$ cat src/rtl/imm_predecode_buffer.sv
`default_nettype none
// +----------------------------------------------------------------------------+
// | imm_predecode_buffer: fetch-to-decode FIFO that stores each instruction    |
// | with its pre-extracted immediate and format tag.   Rev 1.0                 |
// +----------------------------------------------------------------------------+
module imm_predecode_buffer #(
  parameter int XLEN  = 64,
  parameter int DEPTH = 4
) (
  input  logic                     clk,
  input  logic                     reset,
  input  logic                     i_flush,
  input  logic                     i_in_valid,
  output logic                     o_in_ready,
  input  logic [31:0]              i_in_instr,
  input  logic [XLEN-1:0]          i_in_pc,
  output logic                     o_out_valid,
  input  logic                     i_out_ready,
  output logic [31:0]              o_out_instr,
  output logic [XLEN-1:0]          o_out_pc,
  output logic [XLEN-1:0]          o_out_imm,
  output logic [2:0]               o_out_fmt,
  output logic [$clog2(DEPTH):0]   o_count
);

  localparam int c_AW = $clog2(DEPTH);
  localparam int c_CW = c_AW + 1;
  localparam logic [c_CW-1:0] c_DEPTH_CNT = c_CW'(DEPTH);

  localparam logic [2:0] c_FMT_NONE = 3'd0;
  localparam logic [2:0] c_FMT_I    = 3'd1;
  localparam logic [2:0] c_FMT_U    = 3'd2;
  localparam logic [2:0] c_FMT_S    = 3'd3;
  localparam logic [2:0] c_FMT_B    = 3'd4;
  localparam logic [2:0] c_FMT_J    = 3'd5;
  localparam logic [2:0] c_FMT_Z    = 3'd6;

  localparam logic [6:0] c_OP_IMM    = 7'b0010011;
  localparam logic [6:0] c_OP_IMM32  = 7'b0011011;
  localparam logic [6:0] c_OP_LOAD   = 7'b0000011;
  localparam logic [6:0] c_OP_JALR   = 7'b1100111;
  localparam logic [6:0] c_OP_LUI    = 7'b0110111;
  localparam logic [6:0] c_OP_AUIPC  = 7'b0010111;
  localparam logic [6:0] c_OP_STORE  = 7'b0100011;
  localparam logic [6:0] c_OP_BRANCH = 7'b1100011;
  localparam logic [6:0] c_OP_JAL    = 7'b1101111;
  localparam logic [6:0] c_OP_SYSTEM = 7'b1110011;

  logic [6:0]      w_opcode;
  logic [31:0]     w_imm32;
  logic [2:0]      w_fmt;
  logic [XLEN-1:0] w_imm;
  logic            w_push;
  logic            w_pop;

  logic [c_AW-1:0] r_wr_ptr;
  logic [c_AW-1:0] r_rd_ptr;
  logic [c_CW-1:0] r_count;
  logic [31:0]     r_instr [0:DEPTH-1];
  logic [XLEN-1:0] r_pc    [0:DEPTH-1];
  logic [XLEN-1:0] r_imm   [0:DEPTH-1];
  logic [2:0]      r_fmt   [0:DEPTH-1];

  assign w_opcode = i_in_instr[6:0];

  // Every format is first built as a 32-bit signed value, then widened.
  always_comb begin
    w_fmt   = c_FMT_NONE;
    w_imm32 = '0;
    case (w_opcode)
      c_OP_IMM, c_OP_IMM32, c_OP_LOAD, c_OP_JALR: begin
        w_fmt   = c_FMT_I;
        w_imm32 = {{20{i_in_instr[31]}}, i_in_instr[31:20]};
      end
      c_OP_LUI, c_OP_AUIPC: begin
        w_fmt   = c_FMT_U;
        w_imm32 = {i_in_instr[31:12], 12'b0};
      end
      c_OP_STORE: begin
        w_fmt   = c_FMT_S;
        w_imm32 = {{20{i_in_instr[31]}}, i_in_instr[31:25], i_in_instr[11:7]};
      end
      c_OP_BRANCH: begin
        w_fmt   = c_FMT_B;
        w_imm32 = {{19{i_in_instr[31]}}, i_in_instr[31], i_in_instr[7],
                   i_in_instr[30:25], i_in_instr[11:8], 1'b0};
      end
      c_OP_JAL: begin
        w_fmt   = c_FMT_J;
        w_imm32 = {{11{i_in_instr[31]}}, i_in_instr[31], i_in_instr[19:12],
                   i_in_instr[20], i_in_instr[30:21], 1'b0};
      end
      c_OP_SYSTEM: begin
        if (i_in_instr[14]) begin
          w_fmt   = c_FMT_Z;
          w_imm32 = {27'b0, i_in_instr[19:15]};
        end
      end
      default: ;
    endcase
  end

  generate
    if (XLEN > 32) begin : g_sext_wide
      assign w_imm = {{(XLEN-32){w_imm32[31]}}, w_imm32};
    end else begin : g_sext_none
      assign w_imm = w_imm32;
    end
  endgenerate

  // in_ready deliberately ignores out_ready: a full buffer never accepts.
  assign o_in_ready  = (r_count < c_DEPTH_CNT);
  assign o_out_valid = (r_count != '0);
  assign w_push      = i_in_valid & o_in_ready & ~i_flush;
  assign w_pop       = o_out_valid & i_out_ready & ~i_flush;

  always_ff @(posedge clk) begin
    if (reset) begin
      r_wr_ptr <= '0;
      r_rd_ptr <= '0;
      r_count  <= '0;
      for (int i = 0; i < DEPTH; i++) begin
        r_instr[i] <= '0;
        r_pc[i]    <= '0;
        r_imm[i]   <= '0;
        r_fmt[i]   <= '0;
      end
    end else if (i_flush) begin
      r_wr_ptr <= '0;
      r_rd_ptr <= '0;
      r_count  <= '0;
    end else begin
      if (w_push) begin
        r_instr[r_wr_ptr] <= i_in_instr;
        r_pc[r_wr_ptr]    <= i_in_pc;
        r_imm[r_wr_ptr]   <= w_imm;
        r_fmt[r_wr_ptr]   <= w_fmt;
        r_wr_ptr          <= r_wr_ptr + c_AW'(1);
      end
      if (w_pop) begin
        r_rd_ptr <= r_rd_ptr + c_AW'(1);
      end
      case ({w_push, w_pop})
        2'b10:   r_count <= r_count + c_CW'(1);
        2'b01:   r_count <= r_count - c_CW'(1);
        default: ;
      endcase
    end
  end

  assign o_out_instr = r_instr[r_rd_ptr];
  assign o_out_pc    = r_pc[r_rd_ptr];
  assign o_out_imm   = r_imm[r_rd_ptr];
  assign o_out_fmt   = r_fmt[r_rd_ptr];
  assign o_count     = r_count;

endmodule
`default_nettype wire

$ cat config.mk
export PLATFORM = sky130hd
export DESIGN_NAME = imm_predecode_buffer
export DESIGN_NICKNAME = d
export VERILOG_FILES = /design/src/rtl/imm_predecode_buffer.sv
export SDC_FILE = /design/constraint.sdc
export NUM_CORES = 1
export LEC_CHECK = 0
export CAP_MARGIN = 20
export CELL_PAD_IN_SITES_DETAIL_PLACEMENT = 0
export CELL_PAD_IN_SITES_GLOBAL_PLACEMENT = 2
export CORE_ASPECT_RATIO = 1.1
export CORE_UTILIZATION = 39
export CTS_CLUSTER_DIAMETER = 50
export DETAILED_ROUTE_END_ITERATION = 6
export DONT_BUFFER_PORTS = 1
export PLACE_DENSITY = 0.68
export SYNTH_ARGS = -nofsm -noshare
export SYNTH_HDL_FRONTEND = slang
export SYNTH_SLANG_ARGS = --single-unit
export TNS_END_PERCENT = 20
$ cat constraint.sdc
create_clock -name clk -period 15.4 [get_ports clk]
set_input_delay 3.08 -clock clk [delete_from_list [all_inputs] [get_ports clk]]
set_output_delay 3.08 -clock clk [all_outputs]
set_load 0.005 [all_outputs]
After elaboration in Yosys (flattened, before gate mapping)
Memories as Yosys holds them, arrays and structs flattened. A register that Yosys moved wholly into a read port is not among the register bits.
Cells that the tools add are included.
{"block": "op_classes", "n_eq_ne": 12, "addsub": 4, "n_reduce_logical": 9, "order_cmp": 1, "n_bitwise": 5, "n_mux": 31}
{"cell": "one-hot mux 32 bit (6 select lines)", "count": 1}
{"cell": "two-way mux 64 bit", "count": 2}
{"cell": "OR reduction 64 bit", "count": 2}
{"cell": "two-way mux 32 bit", "count": 1}
{"cell": "OR reduction 32 bit", "count": 1}
{"cell": "equality test 7 bit (second input constant)", "count": 4}
{"cell": "two-way mux 2 bit", "count": 12}
{"cell": "equality test 7 x 5 -> 1 bit (second input constant)", "count": 3}
{"cell": "one-hot mux 3 bit (6 select lines)", "count": 1}
{"cell": "equality test 7 x 6 -> 1 bit (second input constant)", "count": 2}
{"cell": "two-way mux 1 bit", "count": 10}
{"cell": "equality test 7 x 2 -> 1 bit (second input constant)", "count": 1}
{"cell": "two-way mux 3 bit", "count": 2}
{"cell": "one-hot mux 3 bit (2 select lines)", "count": 1}
{"cell": "two-way mux 5 bit", "count": 1}
{"cell": "adder 2 x 1 -> 2 bit (second input constant)", "count": 2}
{"cell": "bitwise AND 1 bit", "count": 4}
{"cell": "OR reduction 2 bit", "count": 2}
{"cell": "OR reduction 4 bit", "count": 1}
{"cell": "adder 3 x 1 -> 3 bit (second input constant)", "count": 1}
{"cell": "less-than comparator 3 bit (second input constant)", "count": 1}
{"cell": "nonzero test 3 bit", "count": 1}
{"cell": "OR reduction 3 bit", "count": 1}
{"cell": "subtractor 3 x 1 -> 3 bit (second input constant)", "count": 1}
{"cell": "4 further kinds", "count": 4}
{"block": "totals", "reg_bits": 7, "output_inout_bits": 168, "ram_bits": 652, "in_bits": 101, "memories": 4}
{"memory": "r_imm", "depth": 4, "word_bits": 64, "rd": 1, "rd_ports_with_merged_regs": 1, "wr": 4, "line": "61", "rtl": "logic [XLEN-1:0] r_imm [0:DEPTH-1];"}
{"memory": "r_pc", "depth": 4, "word_bits": 64, "rd": 1, "rd_ports_with_merged_regs": 1, "wr": 4, "line": "60", "rtl": "logic [XLEN-1:0] r_pc [0:DEPTH-1];"}
{"memory": "r_instr", "depth": 4, "word_bits": 32, "rd": 1, "rd_ports_with_merged_regs": 1, "wr": 4, "line": "59", "rtl": "logic [31:0] r_instr [0:DEPTH-1];"}
{"memory": "r_fmt", "depth": 4, "word_bits": 3, "rd": 1, "rd_ports_with_merged_regs": 1, "wr": 4, "line": "62", "rtl": "logic [2:0] r_fmt [0:DEPTH-1];"}

Longest topological paths before layout
Gate-level depths: netlist of the first run.
{"block": "depth", "depth_word": 9, "depth_mapped": 9, "ltp_nobuf": 8}

Least setup slack after synthesis of the first run
Ideal clock, no wire load.
{"block": "synth_path", "path_type": "in2reg", "from": "input port i_flush", "to": "memory r_fmt[1][0] (enable)", "path_stages": 4, "setup_slack_ps": 4926, "arrival_time_ps": 9825, "setup_ps": 649, "path_cell_list": "buf_2 nor3b_1 nand2_1 o21bai_1"}
{"item": "from (decl)", "line": "12", "rtl": "input logic i_flush,"}
{"item": "to (decl)", "line": "62"}

==> flow_summary.rst, run 1 <==
.. list-table::
   :header-rows: 1

   * - Metric
     - Value
   * - Ys Warns
     - 0
   * - Crit. End Element
     - output port
   * - Setup TNS
     - 0 ns
   * - Non-filler instance count after layout
     - 2,244
   * - CTS Buf Count
     - 60
   * - Seq cells post-synth
     - 533
   * - Total iterations of the first detailed-routing run
     - 5
   * - Clock tree sinks
     - 533
   * - Final antenna diode count
     - 0
   * - Count of endpoints failing hold in the final timing report
     - 0
   * - Mean Syn Cell Area
     - 16.1 um^2
   * - Most frequent cells after synthesis
     - sky130_fd_sc_hd__edfxtp_1 (524), sky130_fd_sc_hd__and2_1 (329), sky130_fd_sc_hd__mux4_2 (131)
   * - Startpoint-to-endpoint class of the critical path
     - register to output port
   * - Cell variety after synth
     - 58
   * - Cells after Synth
     - 1,465
   * - Worst R2R Setup Slack
     - 11.88 ns
   * - Global-route wire length before repair
     - 87.8 mm
   * - Total overflow reported by the global router
     - 0
   * - Status
     - complete, no violations
   * - Antenna violations before repair
     - 1
   * - Hold Buf Count CTS
     - 0
   * - Shortest period the worst path allows
     - 6.41 ns
   * - Most common cell in the netlist
     - sky130_fd_sc_hd__edfxtp_1
   * - Maximum VDD drop
     - 0.0870 mV
   * - Required time of the critical path
     - 12.32 ns
   * - Placed wire-length estimate after detailed placement
     - 34.5 mm
   * - TritonCTS clock tree
     - yes
   * - Average via count per standard cell
     - 5.37
   * - # DRC
     - 0
   * - CTS H-Tree Depth
     - 2
   * - Area Growth Syn to Fin
     - 11.0%
   * - Final setup fails
     - 0
   * - Area leader, netlist
     - sky130_fd_sc_hd__edfxtp_1
   * - Die Wd
     - 236 um
   * - Post-synthesis instance area
     - 0.0235 mm^2
   * - Syn_nets
     - 1,568
   * - Worst rel slew slack
     - 0.323
   * - Max Cap Violations
     - 0
   * - Number of primary I/O pins
     - 269
   * - Count of flip-flops with a built-in enable after synthesis
     - 524
   * - Filler Cells Inserted
     - 5,321
   * - Total detailed-routing wirelength
     - 59.4 mm
   * - Core region area
     - 0.0597 mm^2
   * - Setup repair after global routing missed its margin
     - false
   * - Die outline area
     - 0.0613 mm^2
   * - P_leak
     - 0.00882 uW
   * - Area share of the largest cell type after synthesis
     - 0.669
   * - Arrival time at the worst endpoint
     - 3.33 ns
   * - Startpoint class of the critical path
     - register
   * - Fraction of the yosys area taken by sequential cells
     - 0.677
   * - Maximum root-to-sink buffer count
     - 3
   * - Slew @ Worst Pin
     - 1.02 ns
   * - Total GRT Usage
     - 0.197
   * - Post-cts repair resize count
     - 0
   * - Total number of vias
     - 12.1k
   * - Clock tree root driver cell
     - sky130_fd_sc_hd__clkbuf_16
   * - HP Class
     - register to register
   * - Height of the die
     - 260 um
   * - Worst clock skew
     - 0.0329 ns
   * - Share of async-settable or async-resettable flops after synthesis
     - 0
   * - Count of nets left with antenna violations after detail routing
     - 0
   * - Number of cell rows
     - 94
   * - Leading cell types by total area after synthesis
     - sky130_fd_sc_hd__edfxtp_1 (67%), sky130_fd_sc_hd__mux4_2 (13%), sky130_fd_sc_hd__and2_1 (8.8%), sky130_fd_sc_hd__a21oi_1 (2.1%), sky130_fd_sc_hd__nor2_1 (1.2%)
   * - Highest achievable clock rate
     - 156 MHz
   * - Period utilization
     - 0.416
   * - Number of DRC markers after the initial detailed-route iteration
     - 767
   * - Quantity of I/O buffers inserted on ports
     - 0
   * - Initial core utilization
     - 0.394
   * - Number of global-route vias before repair
     - 12.8k
   * - CTS clock-pin slew for the worst setup and hold paths
     - 0.06 ns
   * - Final weighted congestion in routability-driven placement
     - 0.727
   * - Pwr Total
     - 3240 uW
   * - Worst hold slack after final layout
     - 0.516 ns
   * - Final net count
     - 1,528
   * - Cells after DPL
     - 2,129
   * - Pwr dens
     - 124 mW/mm^2
   * - Routed length per placed instance
     - 26.5 um
   * - Ratio of cells with drive above 1 in the final layout
     - 0.195
   * - Commonest register cell after synthesis
     - sky130_fd_sc_hd__edfxtp_1
   * - Pin count of the biggest net entering global routing
     - 66
   * - Number of max-slew violations in the final report
     - 0
   * - Post-CTS setup buffer count
     - 0
   * - Critical path fanouts, max
     - 34
   * - Later-pin clock latency in the skew report
     - 0.63 ns
## flip-flops by register name, summed over array words and instances (netlist names), named ones only
name and count:
r_instr 128, r_pc 256, r_fmt 12, o_count 3, r_rd_ptr 2, r_wr_ptr 2, r_imm 128
## cell families after synthesis
group                      after synthesis  synth area share
and+or+nand+nor                        501             0.126
buffers and inverters                  159            0.0338
AOI/OAI and AO/OA                      131            0.0332
adders and majority gates                2           0.00138
muxes                                  133             0.126
DFF                                    533             0.677
xor gates and xnor gates                 6           0.00224
## final timing paths
| path | startpoint | end | cells after the start |
|---|---|---|---|
| worst max-delay path | register | o_out_imm[5] | 3 |
| worst min-delay path | r_rd_ptr[1] | register | 2 |
| worst max register to register | o_count[2] | r_instr[0][25] | 4 |
| worst min register to register | r_rd_ptr[1] | register | 2 |
## report_power, final
part | switching, uW | internal [uW] | leakage [uW]
clock | 581 | 860 | 0.000964
sequential | 16.1 | 1660 | 0.00550
combinational | 84.6 | 42.6 | 0.00236
## per-stage QoR
step	util	setup WS [ns]	area, um^2
after floorplan	-	4.93	23500
after global placement	0.403	9.24	24100
after detailed placement	0.403	9.26	24100
after CTS	0.436	8.79	26000
after global routing	0.437	8.68	26100
final	0.437	8.99	26100
## placed cells by master, fill, tap and decap left out, types with 3 or more instances in the layout
cell type / synthesis / layout
sky130_fd_sc_hd__a21boi_0: 3 / 3
sky130_fd_sc_hd__a21oi_1: 100 / 100
sky130_fd_sc_hd__a22oi_1: 4 / 4
sky130_fd_sc_hd__and2_1: 329 / 329
sky130_fd_sc_hd__buf_4: 34 / 28
sky130_fd_sc_hd__bufinv_16: 0 / 8
sky130_fd_sc_hd__clkbuf_1: 52 / 14
sky130_fd_sc_hd__clkbuf_16: 0 / 61
sky130_fd_sc_hd__clkinv_1: 0 / 11
sky130_fd_sc_hd__clkinv_2: 0 / 10
sky130_fd_sc_hd__clkinvlp_4: 0 / 3
sky130_fd_sc_hd__dfxtp_1: 9 / 7
sky130_fd_sc_hd__edfxtp_1: 524 / 524
sky130_fd_sc_hd__inv_1: 27 / 27
sky130_fd_sc_hd__inv_6: 0 / 4
sky130_fd_sc_hd__mux4_2: 131 / 131
sky130_fd_sc_hd__nand2_1: 42 / 42
sky130_fd_sc_hd__nand2b_1: 4 / 3
sky130_fd_sc_hd__nor2_1: 75 / 75
sky130_fd_sc_hd__nor3_1: 4 / 4
sky130_fd_sc_hd__nor3_2: 15 / 13
sky130_fd_sc_hd__nor3b_1: 7 / 7
sky130_fd_sc_hd__o21ai_1: 4 / 4
sky130_fd_sc_hd__or2_2: 6 / 5
sky130_fd_sc_hd__or3_1: 3 / 3
sky130_fd_sc_hd__xnor2_1: 3 / 3
sky130_fd_sc_hd__xor2_1: 3 / 3
## per-layer routing
layer	GRT usage	part of all wire
met4	0.0566	0.021
met5	0	0
met1	0.236	0.39
met2	0.343	0.51
met3	0.0564	0.073
## final cells by class
type,instances,area [um^2],area share
Clock inverter,38,407,0.0156
Tap cell,768,961,0.0368
Multi-Input combinational cell,773,6860,0.263
Sequential cell,533,15900,0.610
Inverter,27,101,0.00388
Timing Repair Buffer,30,265,0.0102
Clock buffer,75,1580,0.0605
## worst max-delay path: stages, from the launching register on
cell	delay, ns
sky130_fd_sc_hd__dfxtp_4	0.69
sky130_fd_sc_hd__buf_4	0.61
sky130_fd_sc_hd__buf_4	0.71
sky130_fd_sc_hd__mux4_2	0.66
Note: power is estimated with default switching activity, not from simulation.
==> run 2, diff against run 1 <==
--- a/config.mk
+++ b/config.mk
@@ -13,7 +13,7 @@
 export CTS_CLUSTER_DIAMETER = 50
 export DETAILED_ROUTE_END_ITERATION = 6
 export DONT_BUFFER_PORTS = 1
-export PLACE_DENSITY = 0.68
+export PLACE_DENSITY = 0.7
 export SYNTH_ARGS = -nofsm -noshare
 export SYNTH_HDL_FRONTEND = slang
 export SYNTH_SLANG_ARGS = --single-unit
==> constraint.sdc (replaced) <==
create_clock -name clk -period 5.1 [get_ports clk]
set_input_delay 1.02 -clock clk [delete_from_list [all_inputs] [get_ports clk]]
set_output_delay 1.02 -clock clk [all_outputs]
set_load 0.005 [all_outputs]
==> flow_summary.rst, run 2 (synthesized netlist as in run 1, its figures left out) <==
.. list-table::
   :header-rows: 1

   * - Metric
     - Value
   * - Critical path fanouts, max
     - 47
   * - Setup repair after global routing missed its margin
     - false
   * - Final setup fails
     - 0
   * - CTS H-Tree Depth
     - 2
   * - # DRC
     - 0
   * - Registers with the highest flip-flop counts
     - r_pc: 256 flops, r_imm: 128 flops, r_instr: 128 flops
   * - Height of the die
     - 260 um
   * - Hold path startpoint
     - r_rd_ptr[1]
   * - Status
     - complete, no violations
   * - Startpoint-to-endpoint class of the critical path
     - register to output port
   * - Number of primary I/O pins
     - 269
   * - Global-route wire length before repair
     - 85.6 mm
   * - Maximum VDD drop
     - 0.244 mV
   * - Clock tree root driver cell
     - sky130_fd_sc_hd__clkbuf_16
   * - CTS clock-pin slew for the worst setup and hold paths
     - 0.06 ns
   * - Area Growth Syn to Fin
     - 10.8%
   * - Worst clock skew
     - 0.0255 ns
   * - Pin count of the biggest net entering global routing
     - 73
   * - Number of cells on the worst reg-to-reg path
     - 4
   * - Final standard cell utilization of the core
     - 0.436
   * - Final net count
     - 1,528
   * - Antenna violations before repair
     - 1
   * - Hold Path Stages
     - 2
   * - Pwr dens
     - 367 mW/mm^2
   * - Crit. End Element
     - output port
   * - PnR worst setup slack
     - 1.47 ns
   * - Post-cts repair resize count
     - 0
   * - Worst rel slew slack
     - 0.292
   * - Initial core utilization
     - 0.394
   * - Number of global-route vias before repair
     - 12.5k
   * - Destination of the worst register-to-register timing path
     - r_pc[0][58]
   * - Pwr Total
     - 9550 uW
   * - HP Class
     - register to register
   * - Total GRT Usage
     - 0.193
   * - Arrival time at the worst endpoint
     - 2.61 ns
   * - Slew @ Worst Pin
     - 1.06 ns
   * - Top reg by flops
     - r_pc
   * - Total overflow reported by the global router
     - 0
   * - Shortest period the worst path allows
     - 3.63 ns
   * - Die outline area
     - 0.0613 mm^2
   * - Routed length per placed instance
     - 26.2 um
   * - Core region area
     - 0.0597 mm^2
   * - Most common cell after layout, fill and taps aside
     - sky130_fd_sc_hd__edfxtp_1
   * - Count of endpoints failing hold in the final timing report
     - 0
   * - Later-pin clock latency in the skew report
     - 0.63 ns
   * - Worst hold slack after final layout
     - 0.520 ns
   * - Flip-flop count of the largest register after layout
     - 256
   * - Worst R2R Setup Slack
     - 1.96 ns
   * - Final antenna diode count
     - 0
   * - Clock tree sinks
     - 533
   * - Number of max-slew violations in the final report
     - 0
   * - Top library cells by usage in the layout, fill and taps aside
     - sky130_fd_sc_hd__edfxtp_1 (524), sky130_fd_sc_hd__and2_1 (329), sky130_fd_sc_hd__mux4_2 (131)
   * - Non-filler instance count after layout
     - 2,240
   * - Period utilization
     - 0.712
   * - Number of DRC markers after the initial detailed-route iteration
     - 680
   * - Number of cell rows
     - 94
   * - CTS Buf Count
     - 60
   * - Post-CTS setup buffer count
     - 0
   * - P_leak
     - 0.00878 uW
   * - Die Wd
     - 236 um
   * - Total number of vias
     - 12.0k
   * - Placed wire-length estimate after detailed placement
     - 34.3 mm
   * - Max Cap Violations
     - 0
   * - Total iterations of the first detailed-routing run
     - 5
   * - Startpoint class of the critical path
     - register
   * - Ratio of cells with drive above 1 in the final layout
     - 0.198
   * - Final weighted congestion in routability-driven placement
     - 0.725
   * - Hold Buf Count CTS
     - 0
   * - Cells after DPL
     - 2,130
   * - Count of nets left with antenna violations after detail routing
     - 0
   * - Required time of the critical path
     - 4.08 ns
   * - Worst-case setup slack after placement
     - 1.47 ns
   * - Total detailed-routing wirelength
     - 58.8 mm
   * - Average via count per standard cell
     - 5.35
   * - Quantity of I/O buffers inserted on ports
     - 0
   * - Maximum root-to-sink buffer count
     - 3
   * - Highest achievable clock rate
     - 275 MHz
   * - Startpoint of the worst register-to-register path
     - o_count[2]
   * - TritonCTS clock tree
     - yes
run 2: cell count changes in the layout (fill, tap and decap cells not counted), sizes merged:
cell,change
bufinv,-5
inv,+2
clkinvlp,+5
clkbuf,-6
buf,-1
clkinv,+1
run 2: worst max path at each step:
stage / from / endpoint / slack, ns / cells past startpoint
floorplan: reset / r_fmt[0][0] / -0.30 / 3
global placement: reset / r_pc[0][19] / 1.50 / 4
detailed placement: reset / r_imm[0][25] / 1.47 / 4
CTS: register / o_out_imm[11] / 1.40 / 2
global route: register / o_out_imm[40] / 1.25 / 1
finish: register / o_out_imm[23] / 1.47 / 2
run 2: metrics by stage:
| step | instance area [um^2] | TNS, ns |
|---|---|---|
| after floorplan | 23500 | -39.84 |
| after global placement | 24200 | 0 |
| after detailed placement | 24200 | 0 |
| after CTS | 26100 | 0 |
| after global routing | 26100 | 0 |
| final | 26100 | 0 |
run 2: layout make-up:
type                            instances  area [um^2]
Fill cell                            5248        33700
Sequential cell                       533        15900
Multi-Input combinational cell        773         6860
Clock buffer                           68         1550
Tap cell                              768          961
Timing Repair Buffer                   30          348
Clock inverter                         41          315
Inverter                               27          101
run 2: routing by layer:
metal | global-route usage | part of all wire | vias up | wire (um)
met5 | 0 | 0 | - | 0
met4 | 0.0496 | 0.020 | 0 | 1180
met3 | 0.0573 | 0.073 | 81 | 4320
met2 | 0.336 | 0.51 | 306 | 29900
met1 | 0.232 | 0.40 | 6211 | 23300
li1 | - | - | 5376 | -
run 2: where the power goes:
part           total (uW)  leakage [uW]  internal (uW)  switching (uW)
clock                4120      0.000901           2340            1780
combinational         394       0.00238            135             259
sequential           5040       0.00550           5000            46.8
run 2: worst max-delay path: stages, from the launching register on:
cell and delay (ns):
sky130_fd_sc_hd__dfxtp_4 0.86, sky130_fd_sc_hd__buf_4 0.59, sky130_fd_sc_hd__mux4_2 0.47
==> run 3, diff against run 2 <==
--- a/config.mk
+++ b/config.mk
@@ -13,7 +13,7 @@
 export CTS_CLUSTER_DIAMETER = 50
 export DETAILED_ROUTE_END_ITERATION = 6
 export DONT_BUFFER_PORTS = 1
-export PLACE_DENSITY = 0.7
+export PLACE_DENSITY = 0.68
 export SYNTH_ARGS = -nofsm -noshare
 export SYNTH_HDL_FRONTEND = slang
 export SYNTH_SLANG_ARGS = --single-unit
==> constraint.sdc (replaced) <==
create_clock -name clk -period 3.41 [get_ports clk]
set_input_delay 0.682 -clock clk [delete_from_list [all_inputs] [get_ports clk]]
set_output_delay 0.682 -clock clk [all_outputs]
set_load 0.005 [all_outputs]
==> flow_summary.rst, run 3 (synthesized netlist as in run 1, its figures left out) <==
.. list-table::
   :header-rows: 1

   * - Metric
     - Value
   * - CTS clock-pin slew for the worst setup and hold paths
     - 0.06 ns
   * - Ratio of cells with drive above 1 in the final layout
     - 0.209
   * - Final net count
     - 1,549
   * - Setup TNS
     - 0 ns
   * - Status
     - complete, no violations
   * - Later-pin clock latency in the skew report
     - 0.59 ns
   * - HP Class
     - primary input to register
   * - Total iterations of the first detailed-routing run
     - 5
   * - Number of max-slew violations in the final report
     - 0
   * - # DRC
     - 0
   * - Number of DRC markers after the initial detailed-route iteration
     - 738
   * - Hold Buf Count CTS
     - 0
   * - Number of global-route vias before repair
     - 12.8k
   * - Global-route wire length before repair
     - 86.9 mm
   * - Worst clock skew
     - 0.0255 ns
   * - Post-layout instance area
     - 0.0267 mm^2
   * - Total detailed-routing wirelength
     - 59.3 mm
   * - Maximum root-to-sink buffer count
     - 3
   * - Placed standard-cell area
     - 0.0245 mm^2
   * - Total overflow reported by the global router
     - 0
   * - Count of nets left with antenna violations after detail routing
     - 0
   * - Clock tree root driver cell
     - sky130_fd_sc_hd__clkbuf_16
   * - Post-cts repair resize count
     - 0
   * - TritonCTS clock tree
     - yes
   * - Routed length per placed instance
     - 26.2 um
   * - Final standard cell utilization of the core
     - 0.447
   * - Clock tree sinks
     - 533
   * - Registers with the highest flip-flop counts
     - r_pc: 256 flops, r_imm: 128 flops, r_instr: 128 flops
   * - Hold Path Stages
     - 1
   * - Startpoint-to-endpoint class of the critical path
     - register to output port
   * - Placed wire-length estimate after detailed placement
     - 35.1 mm
   * - Critical Path Slowest Stage Cell
     - sky130_fd_sc_hd__mux4_2
   * - Area Growth Syn to Fin
     - 13.5%
   * - Top reg by flops
     - r_pc
   * - Post-CTS setup buffer count
     - 0
   * - Crit. End Element
     - output port
   * - Total GRT Usage
     - 0.196
   * - Destination of the worst register-to-register timing path
     - r_imm[2][30]
   * - Critical path fanouts, max
     - 39
   * - Worst rel slew slack
     - 0.337
   * - Hold path startpoint
     - i_in_instr[11]
   * - Delay contributed by the slowest stage of the critical path
     - 0.61 ns
   * - Final weighted congestion in routability-driven placement
     - 0.730
   * - Final setup fails
     - 0
   * - Number of primary I/O pins
     - 269
   * - Initial core utilization
     - 0.394
   * - Setup repair after global routing missed its margin
     - false
   * - Antenna violations before repair
     - 2
   * - Shortest period the worst path allows
     - 2.91 ns
   * - Period utilization
     - 0.855
   * - Number of cell rows
     - 94
   * - Height of the die
     - 260 um
   * - Worst R2R Setup Slack
     - 0.90 ns
   * - Worst Hold Path EP
     - r_instr[0][11]
   * - CTS H-Tree Depth
     - 3
   * - Max Cap Violations
     - 0
   * - CTS Buf Count
     - 68
   * - Slew @ Worst Pin
     - 0.994 ns
   * - Average via count per standard cell
     - 5.32
   * - Quantity of I/O buffers inserted on ports
     - 0
   * - Pwr dens
     - 572 mW/mm^2
   * - Die Wd
     - 236 um
   * - Top library cells by usage in the layout, fill and taps aside
     - sky130_fd_sc_hd__edfxtp_1 (524), sky130_fd_sc_hd__and2_1 (329), sky130_fd_sc_hd__mux4_2 (131)
   * - Startpoint class of the critical path
     - register
   * - Core region area
     - 0.0597 mm^2
   * - Worst hold slack after final layout
     - 0.275 ns
   * - Most common cell after layout, fill and taps aside
     - sky130_fd_sc_hd__edfxtp_1
   * - Startpoint of the worst register-to-register path
     - r_wr_ptr[0]
   * - Total number of vias
     - 12.0k
   * - P_leak
     - 0.00907 uW
   * - Pin count of the biggest net entering global routing
     - 89
   * - Final antenna diode count
     - 0
   * - Required time of the critical path
     - 2.73 ns
   * - Highest achievable clock rate
     - 343 MHz
   * - Series of cell instances along the critical path
     - buf_12 > mux4_2
   * - Number of cells on the worst reg-to-reg path
     - 5
   * - Count of endpoints failing hold in the final timing report
     - 0
   * - Maximum VDD drop
     - 0.412 mV
   * - Die outline area
     - 0.0613 mm^2
   * - Arrival time at the worst endpoint
     - 2.23 ns
   * - Flip-flop count of the largest register after layout
     - 256
==> run 3: through the flow <==
stage               power (uW)  setup slack, ns  std cells
finish                   15300            0.496       2262
detailed placement        8320            0.681       2144
global placement          8300            0.720       2144
global route             15800            0.331       2262
CTS                      15500            0.377       2262
floorplan                 8100           -0.198       1465
==> run 3: how the worst max path moves through the flow <==
stage,start,to,cells past startpoint
6_report,register,o_out_pc[44],2
3_3_place_gp,reset,r_instr[0][13],4
2_1_floorplan,i_flush,r_fmt[1][0],4
3_5_place_dp,reset,r_imm[2][27],5
4_1_cts,register,o_out_pc[55],2
5_1_grt,register,o_out_pc[55],2
==> run 3: final cells by class <==
cell class / instances / area, um^2
clock inverters: 31 / 334
flip-flops and latches: 533 / 15900
clock buffers: 87 / 1900
well taps: 768 / 961
inverters: 27 / 101
repair buffers: 43 / 598
fillers: 5246 / 33100
multi-input cells: 773 / 6880
==> run 3: worst max-delay path, delay by kind of cell, from the launching register on <==
kind,cells,cell delay [ns]
mux,1,0.61
buf+inv,1,0.38
flops,1,0.60
==> run 3: report_power, final <==
group,internal (uW),total (uW),switching [uW]
logic,222,614,392
clock network,4390,7120,2730
registers,7470,7550,70.3
==> run 3: per-layer routing <==
metal,up-vias,part of all wire,GRT usage
met5,-,0,0
met4,0,0.018,0.0546
met3,77,0.082,0.0668
met2,325,0.51,0.333
met1,6219,0.39,0.237
li1,5419,-,-
